**src/rtl/alu_cola_resultados.sv**
```systemverilog
// rtl/alu_cola_resultados.sv - result-capture FIFO behind the 32-bit ALU with sticky flags and discard counter
//
// Purpose:
//   Captures each ALU result {S, Z, C, O, f} into a PROF-entry FIFO and hands it
//   to the consumer over a valid/ready handshake. Results whose operation code
//   does not select an ALU unit (f[3:2] = 00 or 11) are dropped and counted.
//   Sticky flag summaries accumulate over every stored result.
//
// Parameters:
//   PROF       FIFO depth in entries (power of two, >= 2)
//   ANCHO_CNT  width of the saturating discard counter
//
// Ports:
//   clk, rst_n                      clock, asynchronous active-low reset
//   in_valid / in_ready             producer handshake (ALU side)
//   in_S, in_Z, in_C, in_O, in_f    ALU result, flags and operation code
//   out_valid / out_ready           consumer handshake
//   out_S, out_Z, out_C, out_O, out_f  head entry of the FIFO
//   ocupacion                       entries currently stored
//   pegajoso_Z, pegajoso_C, pegajoso_O  sticky flag summaries
//   limpiar                         synchronous clear of sticky flags and discard count
//   descartados                     saturating count of discarded results

module alu_cola_resultados #(
  parameter int PROF      = 4,
  parameter int ANCHO_CNT = 8
) (
  input  logic                      clk,
  input  logic                      rst_n,
  input  logic                      in_valid,
  output logic                      in_ready,
  input  logic [31:0]               in_S,
  input  logic                      in_Z,
  input  logic                      in_C,
  input  logic                      in_O,
  input  logic [3:0]                in_f,
  output logic                      out_valid,
  input  logic                      out_ready,
  output logic [31:0]               out_S,
  output logic                      out_Z,
  output logic                      out_C,
  output logic                      out_O,
  output logic [3:0]                out_f,
  output logic [$clog2(PROF):0]     ocupacion,
  output logic                      pegajoso_Z,
  output logic                      pegajoso_C,
  output logic                      pegajoso_O,
  input  logic                      limpiar,
  output logic [ANCHO_CNT-1:0]      descartados
);

  localparam int AW = $clog2(PROF);
  localparam int EW = 39;  // {S[31:0], Z, C, O, f[3:0]}
  localparam logic [AW:0] C_LLENO = (AW+1)'(PROF);
  localparam logic [AW:0] C_UNO   = (AW+1)'(1);
  localparam logic [1:0]  C_UNIDAD_ARIT   = 2'b01;
  localparam logic [1:0]  C_UNIDAD_LOGICA = 2'b10;

  // Storage is deliberately left out of reset; only pointers and counters are reset.
  logic [EW-1:0]        r_mem [PROF];
  logic [AW-1:0]        r_wr_ptr;
  logic [AW-1:0]        r_rd_ptr;
  logic [AW:0]          r_ocup;
  logic                 r_out_valid;
  logic                 r_in_ready;
  logic                 r_peg_Z;
  logic                 r_peg_C;
  logic                 r_peg_O;
  logic [ANCHO_CNT-1:0] r_desc;

  logic                 w_accept;
  logic                 w_op_valida;
  logic                 w_op_arit;
  logic                 w_push;
  logic                 w_pop;
  logic [AW:0]          w_ocup_sig;
  logic [EW-1:0]        w_cabeza;
  logic                 w_peg_Z_base;
  logic                 w_peg_C_base;
  logic                 w_peg_O_base;
  logic [ANCHO_CNT-1:0] w_desc_base;

  // in_ready comes straight from a flop, so a full FIFO never accepts in the
  // cycle it pops: the consumer cannot make room combinationally.
  assign w_accept    = in_valid && r_in_ready;
  assign w_op_arit   = (in_f[3:2] == C_UNIDAD_ARIT);
  assign w_op_valida = w_op_arit || (in_f[3:2] == C_UNIDAD_LOGICA);
  assign w_push      = w_accept && w_op_valida;
  assign w_pop       = r_out_valid && out_ready;

  always_comb begin
    w_ocup_sig = r_ocup;
    if (w_push && !w_pop) begin
      w_ocup_sig = r_ocup + C_UNO;
    end else if (w_pop && !w_push) begin
      w_ocup_sig = r_ocup - C_UNO;
    end
  end

  // limpiar clears first; a same-cycle accept then updates on top of the cleared value.
  assign w_peg_Z_base = limpiar ? 1'b0 : r_peg_Z;
  assign w_peg_C_base = limpiar ? 1'b0 : r_peg_C;
  assign w_peg_O_base = limpiar ? 1'b0 : r_peg_O;
  assign w_desc_base  = limpiar ? '0 : r_desc;

  always_ff @(posedge clk) begin
    if (w_push) begin
      r_mem[r_wr_ptr] <= {in_S, in_Z, in_C, in_O, in_f};
    end
  end

  always_ff @(posedge clk or negedge rst_n) begin
    if (!rst_n) begin
      r_wr_ptr    <= '0;
      r_rd_ptr    <= '0;
      r_ocup      <= '0;
      r_out_valid <= 1'b0;
      r_in_ready  <= 1'b1;
    end else begin
      if (w_push) begin
        r_wr_ptr <= r_wr_ptr + AW'(1);
      end
      if (w_pop) begin
        r_rd_ptr <= r_rd_ptr + AW'(1);
      end
      r_ocup      <= w_ocup_sig;
      r_out_valid <= (w_ocup_sig != '0);
      r_in_ready  <= (w_ocup_sig != C_LLENO);
    end
  end

  always_ff @(posedge clk or negedge rst_n) begin
    if (!rst_n) begin
      r_peg_Z <= 1'b0;
      r_peg_C <= 1'b0;
      r_peg_O <= 1'b0;
      r_desc  <= '0;
    end else begin
      r_peg_Z <= w_peg_Z_base;
      r_peg_C <= w_peg_C_base;
      r_peg_O <= w_peg_O_base;
      r_desc  <= w_desc_base;
      if (w_push) begin
        r_peg_Z <= w_peg_Z_base | in_Z;
        // Carry and overflow carry no meaning for logic-unit results.
        if (w_op_arit) begin
          r_peg_C <= w_peg_C_base | in_C;
          r_peg_O <= w_peg_O_base | in_O;
        end
      end else if (w_accept) begin
        if (w_desc_base != {ANCHO_CNT{1'b1}}) begin
          r_desc <= w_desc_base + ANCHO_CNT'(1);
        end
      end
    end
  end

  // Head slot is never the write target while out_valid=1 and not full,
  // so the outputs stay stable during a stall.
  assign w_cabeza = r_mem[r_rd_ptr];

  assign out_S       = w_cabeza[38:7];
  assign out_Z       = w_cabeza[6];
  assign out_C       = w_cabeza[5];
  assign out_O       = w_cabeza[4];
  assign out_f       = w_cabeza[3:0];
  assign out_valid   = r_out_valid;
  assign in_ready    = r_in_ready;
  assign ocupacion   = r_ocup;
  assign pegajoso_Z  = r_peg_Z;
  assign pegajoso_C  = r_peg_C;
  assign pegajoso_O  = r_peg_O;
  assign descartados = r_desc;

endmodule

```
**config.mk**
```make
export PLATFORM = sky130hd
export DESIGN_NAME = alu_cola_resultados
export DESIGN_NICKNAME = d
export VERILOG_FILES = /design/src/rtl/alu_cola_resultados.sv
export SDC_FILE = /design/constraint.sdc
export NUM_CORES = 1
export LEC_CHECK = 0
export BUFFER_PORTS_ARGS = -buffer_cell sky130_fd_sc_hd__clkbuf_2
export CAP_MARGIN = 10
export CORE_MARGIN = 2
export CORE_UTILIZATION = 40
export CTS_BUF_LIST = sky130_fd_sc_hd__clkbuf_4
export DETAILED_ROUTE_END_ITERATION = 7
export GPL_ROUTABILITY_DRIVEN = 0
export PLACE_DENSITY = 0.66
export SYNTH_ARGS = -nofsm -noshare
export SYNTH_HDL_FRONTEND = slang
export SYNTH_SLANG_ARGS = --single-unit
```
**constraint.sdc**
```tcl
create_clock -name clk -period 7.3 [get_ports clk]
set_clock_uncertainty 0.05 [all_clocks]
set_input_delay 1.095 -clock clk [delete_from_list [all_inputs] [get_ports clk]]
set_output_delay 1.095 -clock clk [all_outputs]
set_load 0.05 [all_outputs]
```
-- After elaboration in Yosys (flattened, before gate mapping)
Memories as Yosys holds them, arrays and structs flattened.
Index checks and enable logic that the tools add are counted.
- mux-type cells: 16
- bitwise logic cells: 3
- $add $sub $neg: 5
- eq/ne operators: 4
- reductions and logical operators: 9
- operator list (kind ; number):
    $mux 8 ; 4
    $mux 1 ; 10
    $add 8x1->8 const B ; 1
    $ne 8x8->1 const B ; 1
    $mux 3 ; 2
    $logic_and 1x1->1 ; 5
    $add 2x1->2 const B ; 2
    $add 3x1->3 const B ; 1
    $ne 3x3->1 const B ; 1
    $or 1x1->1 ; 3
    $reduce_bool 3->1 ; 1
    $sub 3x1->3 const B ; 1
    $eq 2x1->1 const B ; 1
    $eq 2x2->1 const B ; 1
    $logic_not 1->1 ; 2
    $logic_or 1x1->1 ; 1
- bits in writable memories: 156
- bits in registers: 20
- output and inout bits: 55
- memories: 1
- input port bits: 44
- memory list (memory ; depth ; bits a word ; read ports ; clocked after memory_dff ; write ports ; RTL line ; RTL):
    r_mem ; 4 ; 39 ; 1 ; 0 ; 1 ; 60 ; logic [EW-1:0] r_mem [PROF];

-- Depth between registers and ports, before layout
- depth in word-level cells: 8
- depth in mapped cells: 7
- depth with buffers taken out: 6

-- Worst setup path after synthesis
OpenSTA, ideal clock, no wires.
- path type: in2reg
- start point: input port in_f[3]
- end point: memory r_mem[0][0], enable pin
- data arrival time: 2.894 ns
- buffers on the path: 2
- path slack: 3.956 ns
- stages on the path: 6
- path through: inv_1 ha_1 and3b_1 buf_6 buf_2 and2_1
- word-level cells in the longest chain between the ends: 5
- elaborated cells on any way between the ends: 6
- those cells by class: eq/ne: 2; mux: 2; reduce/logical: 2
- RTL lines (item ; RTL line ; RTL):
    start, declared ; 36 ; input logic [3:0] in_f,
    $eq 2x1->1 or $eq 2x2->1 (tied branches) ; 86, 87 ;
    $logic_or 1x1->1 * ; 87 ; assign w_op_valida = w_op_arit || (in_f[3:2] == C_UNIDAD_LOGICA);
    $logic_and 1x1->1 * ; 88 ; assign w_push = w_accept && w_op_valida;
    $mux 1 * ; 107 ; if (w_push) begin
    $mux 1 (implied by the code) * ; 108 ; r_mem[r_wr_ptr] <= {in_S, in_Z, in_C, in_O, in_f};
    end, declared ; 60 ;
Mark *: on every way between the ends. The rest lies on a longest branch, timed or not.

-- Worst setup path after layout
- start point: register r_rd_ptr[0]
- end point: output port out_S[15]
- word-level cells in the longest chain between the ends: 1
- RTL lines (item ; RTL line ; RTL):
    start, declared ; 62 ; logic [AW-1:0] r_rd_ptr;
    start signal, assigned ; 124 ; r_rd_ptr <= r_rd_ptr + AW'(1);
    $mem_v2 4x39 ; n/a ;
    end, declared ; 39 ; output logic [31:0] out_S,
Every way passes these cells.

==> results.py <==
metrics = {
    "status": {
        "status": "complete, no violations",
    },
    "setup_path": {
        "cp-end-kind": "output pin",
        "startpoint": "r_rd_ptr[0]",
        "cp_data_required_time_ps": 6150,
        "crit_arrival_ps": 2660,
        "crit_type": "register to output pin",
        "r2r_cells": 2,
        "crit_fanout": 27,
        "r2r_setup_slack_ps": 4790,
        "r2r_start": "in_ready",
        "startpoint_type": "register",
        "reg2reg_to": "r_mem[2][5]",
    },
    "global_routing": {
        "grt_pass1_wl_mm": 17.8,
        "antenna_found_initial": 2,
        "grt_max_degree": 41,
        "grt_usage_pct": 13.6,
        "first_global_vias": 3302,
        "grt_remaining_overflow": 0,
    },
    "synthesis": {
        "ys.warnings.count": 0,
        "syn_inst": 309,
        "synthDistinctLibCells": 37,
        "ys_seq_area_share_pct": 77.7,
        "synth_area_per_cell_um2": 21.6,
        "synth_nets": 360,
        "netlist_area_mm2": 0.00668,
        "synth_seq_cells": 176,
    },
    "route": {
        "drc": 0,
        "wl_per_cell_um": 17.7,
        "via_per_inst": 4.94,
        "dr.pass1.iters": 4,
        "routed_wl_mm": 11.5,
        "dr_total_vias": 3204,
        "drt_iter0_drc": 205,
        "drtAntennaViolNets": 0,
    },
    "place": {
        "preCtsSetupSlack_ps": 3640,
        "portBuffers": 98,
        "hpwlAfterDp_mm": 7.26,
        "detailed_place.area_mm2": 0.00739,
        "dpl.cell_count": 616,
    },
    "clocking": {
        "clk_latency_ps": 550,
        "htreeDepth": 4,
        "clkTransAtPathRegs_ps": 130,
        "ctsHoldBuffers": 0,
        "post_cts_buffers": 0,
        "cts_num_sinks": 176,
        "cts_tree": "built",
        "cts_made_buffers": 17,
        "cts-root-buf": "clkbuf_4",
        "cts_buffer_depth": 2,
        "cts_resized": 0,
    },
    "sta": {
        "slew_violations": 0,
        "rsz0062_at_grt": "no",
        "setup_viol": 0,
        "tns_ps": 0,
        "tightestPinTransition_ps": 1040,
        "maxSlewHeadroom_pct": 30.5,
        "hold_viol": 0,
        "setup_slack_ps": 3490,
        "period_share_pct": 52.1,
        "period_minus_slack_ps": 3810,
        "holdWs_ps": 431,
        "fmax_ghz": 0.263,
    },
    "die": {
        "floorplan.initialDensity_pct": 40.5,
        "ios": 99,
        "dieArea_mm2": 0.0177,
        "num_rows": 47,
        "coreArea_mm2": 0.0165,
        "die_w_um": 133,
        "die_h_um": 133,
    },
    "cells_and_area": {
        "stdcell_count": 649,
        "final_util_pct": 47.0,
        "n_fill_cell": 1410,
        "layout.nets": 466,
        "syn_to_final_growth_pct": 15.9,
        "drive_above_1_share_pct": 41.6,
        "finalInstanceArea_mm2": 0.00774,
    },
    "power_and_ir_drop": {
        "power_mw": 3.08,
        "p_leak_nw": 2.71,
        "ir_worst_vdd_mv": 0.249,
        "powerDensity_mw_per_mm2": 398,
    },
    "flow_run": {
        "drv_cap": 0,
    },
    "worst_hold_path": {
        "hp-class": "primary input to asynchronous set/reset pin",
    },
}
-- cell usage after synthesis, drive strengths merged --
cell type | count | area, um^2
a211oi | 3 | 22.5
a21boi | 1 | 7.51
a21oi | 4 | 20.0
a31oi | 2 | 12.5
a41oi | 1 | 8.76
and2 | 5 | 31.3
and3 | 2 | 12.5
and3b | 1 | 8.76
and4b | 1 | 10.0
buf | 11 | 65.1
clkbuf | 1 | 3.75
dfrtp | 19 | 475
dfstp | 1 | 26.3
edfxtp | 156 | 4680
ha | 7 | 87.6
inv | 9 | 33.8
maj3 | 1 | 10.0
mux2i | 2 | 20.0
mux4 | 39 | 878
nand2 | 9 | 33.8
nand2b | 3 | 26.3
nand3 | 7 | 35.0
nand4b | 2 | 17.5
nor2 | 4 | 15.0
nor3 | 1 | 5.00
nor3b | 1 | 7.51
nor4 | 2 | 18.8
o211ai | 1 | 7.51
o21ai | 5 | 25.0
o21bai | 1 | 7.51
o22ai | 1 | 6.26
xnor2 | 6 | 52.6
-- layer usage --
layer / track usage, % / vias to the layer above / wire [um]
li1: - / 1476 / -
met1: 16.9 / 1609 / 4850
met2: 21.9 / 102 / 5700
met3: 4.83 / 15 / 772
met4: 5.32 / 2 / 150
met5: 0 / - / 13
-- kinds of logic (layout without fill, tap and decap cells) --
group,Yosys count,count (layout),synth area share [%]
other cells,0,1,0
buf+inv,21,140,1.54
compound gates,19,19,1.76
simple gates,38,38,3.32
mux,41,41,13.5
fa+ha+maj,8,8,1.46
xor+xnor,6,6,0.787
flops,176,176,77.7
-- layout make-up --
cell class              count  area [um^2]  area share, %
flip-flops and latches    176         5190           67.0
multi-input cells         112         1390           18.0
repair buffers             99          498           6.43
well taps                 220          275           3.56
clock inverters            14          213           2.75
clock buffers              18          135           1.75
inverters                   9         33.8          0.437
diodes                      1         2.50         0.0323
-- state kept, by name, summed over array words and instances (netlist names) --
name,flops
out_valid,1
in_ready,1
descartados,8
pegajoso_O,1
r_mem,156
r_wr_ptr,2
pegajoso_C,1
ocupacion,3
r_rd_ptr,2
pegajoso_Z,1
-- power breakdown --
group	switching (mW)	total [mW]	leakage (nW)	internal, mW
logic	0.782	1.13	0.871	0.352
registers	0.106	1.32	1.67	1.22
clock network	0.313	0.622	0.176	0.309
-- cell usage in the layout (no fill, tap or decap), types with 6 or more instances in the layout --
cell type    n
mux4_2      39
nand2_1      9
inv_1        9
ha_1         7
nand3_1      7
clkbuf_4    18
clkbuf_2    98
dfrtp_1     17
xnor2_1      6
edfxtp_1   156
-- worst max-delay path, stage by stage, from the launching register on --
cell and delay (ps):
dfrtp_2 690, buf_4 550, mux4_2 600, clkbuf_2 260
-- worst max path at each step --
stage	endpoint	slack (ps)	depth (start not counted)
after floorplan	r_mem[0][0]	3960	6
after global placement	r_mem[1][16]	3720	5
after detailed placement	r_mem[1][16]	3640	5
after CTS	out_C	3350	3
after global routing	out_S[24]	3230	3
final	out_S[15]	3490	3
(Power assumes the default switching activity.)
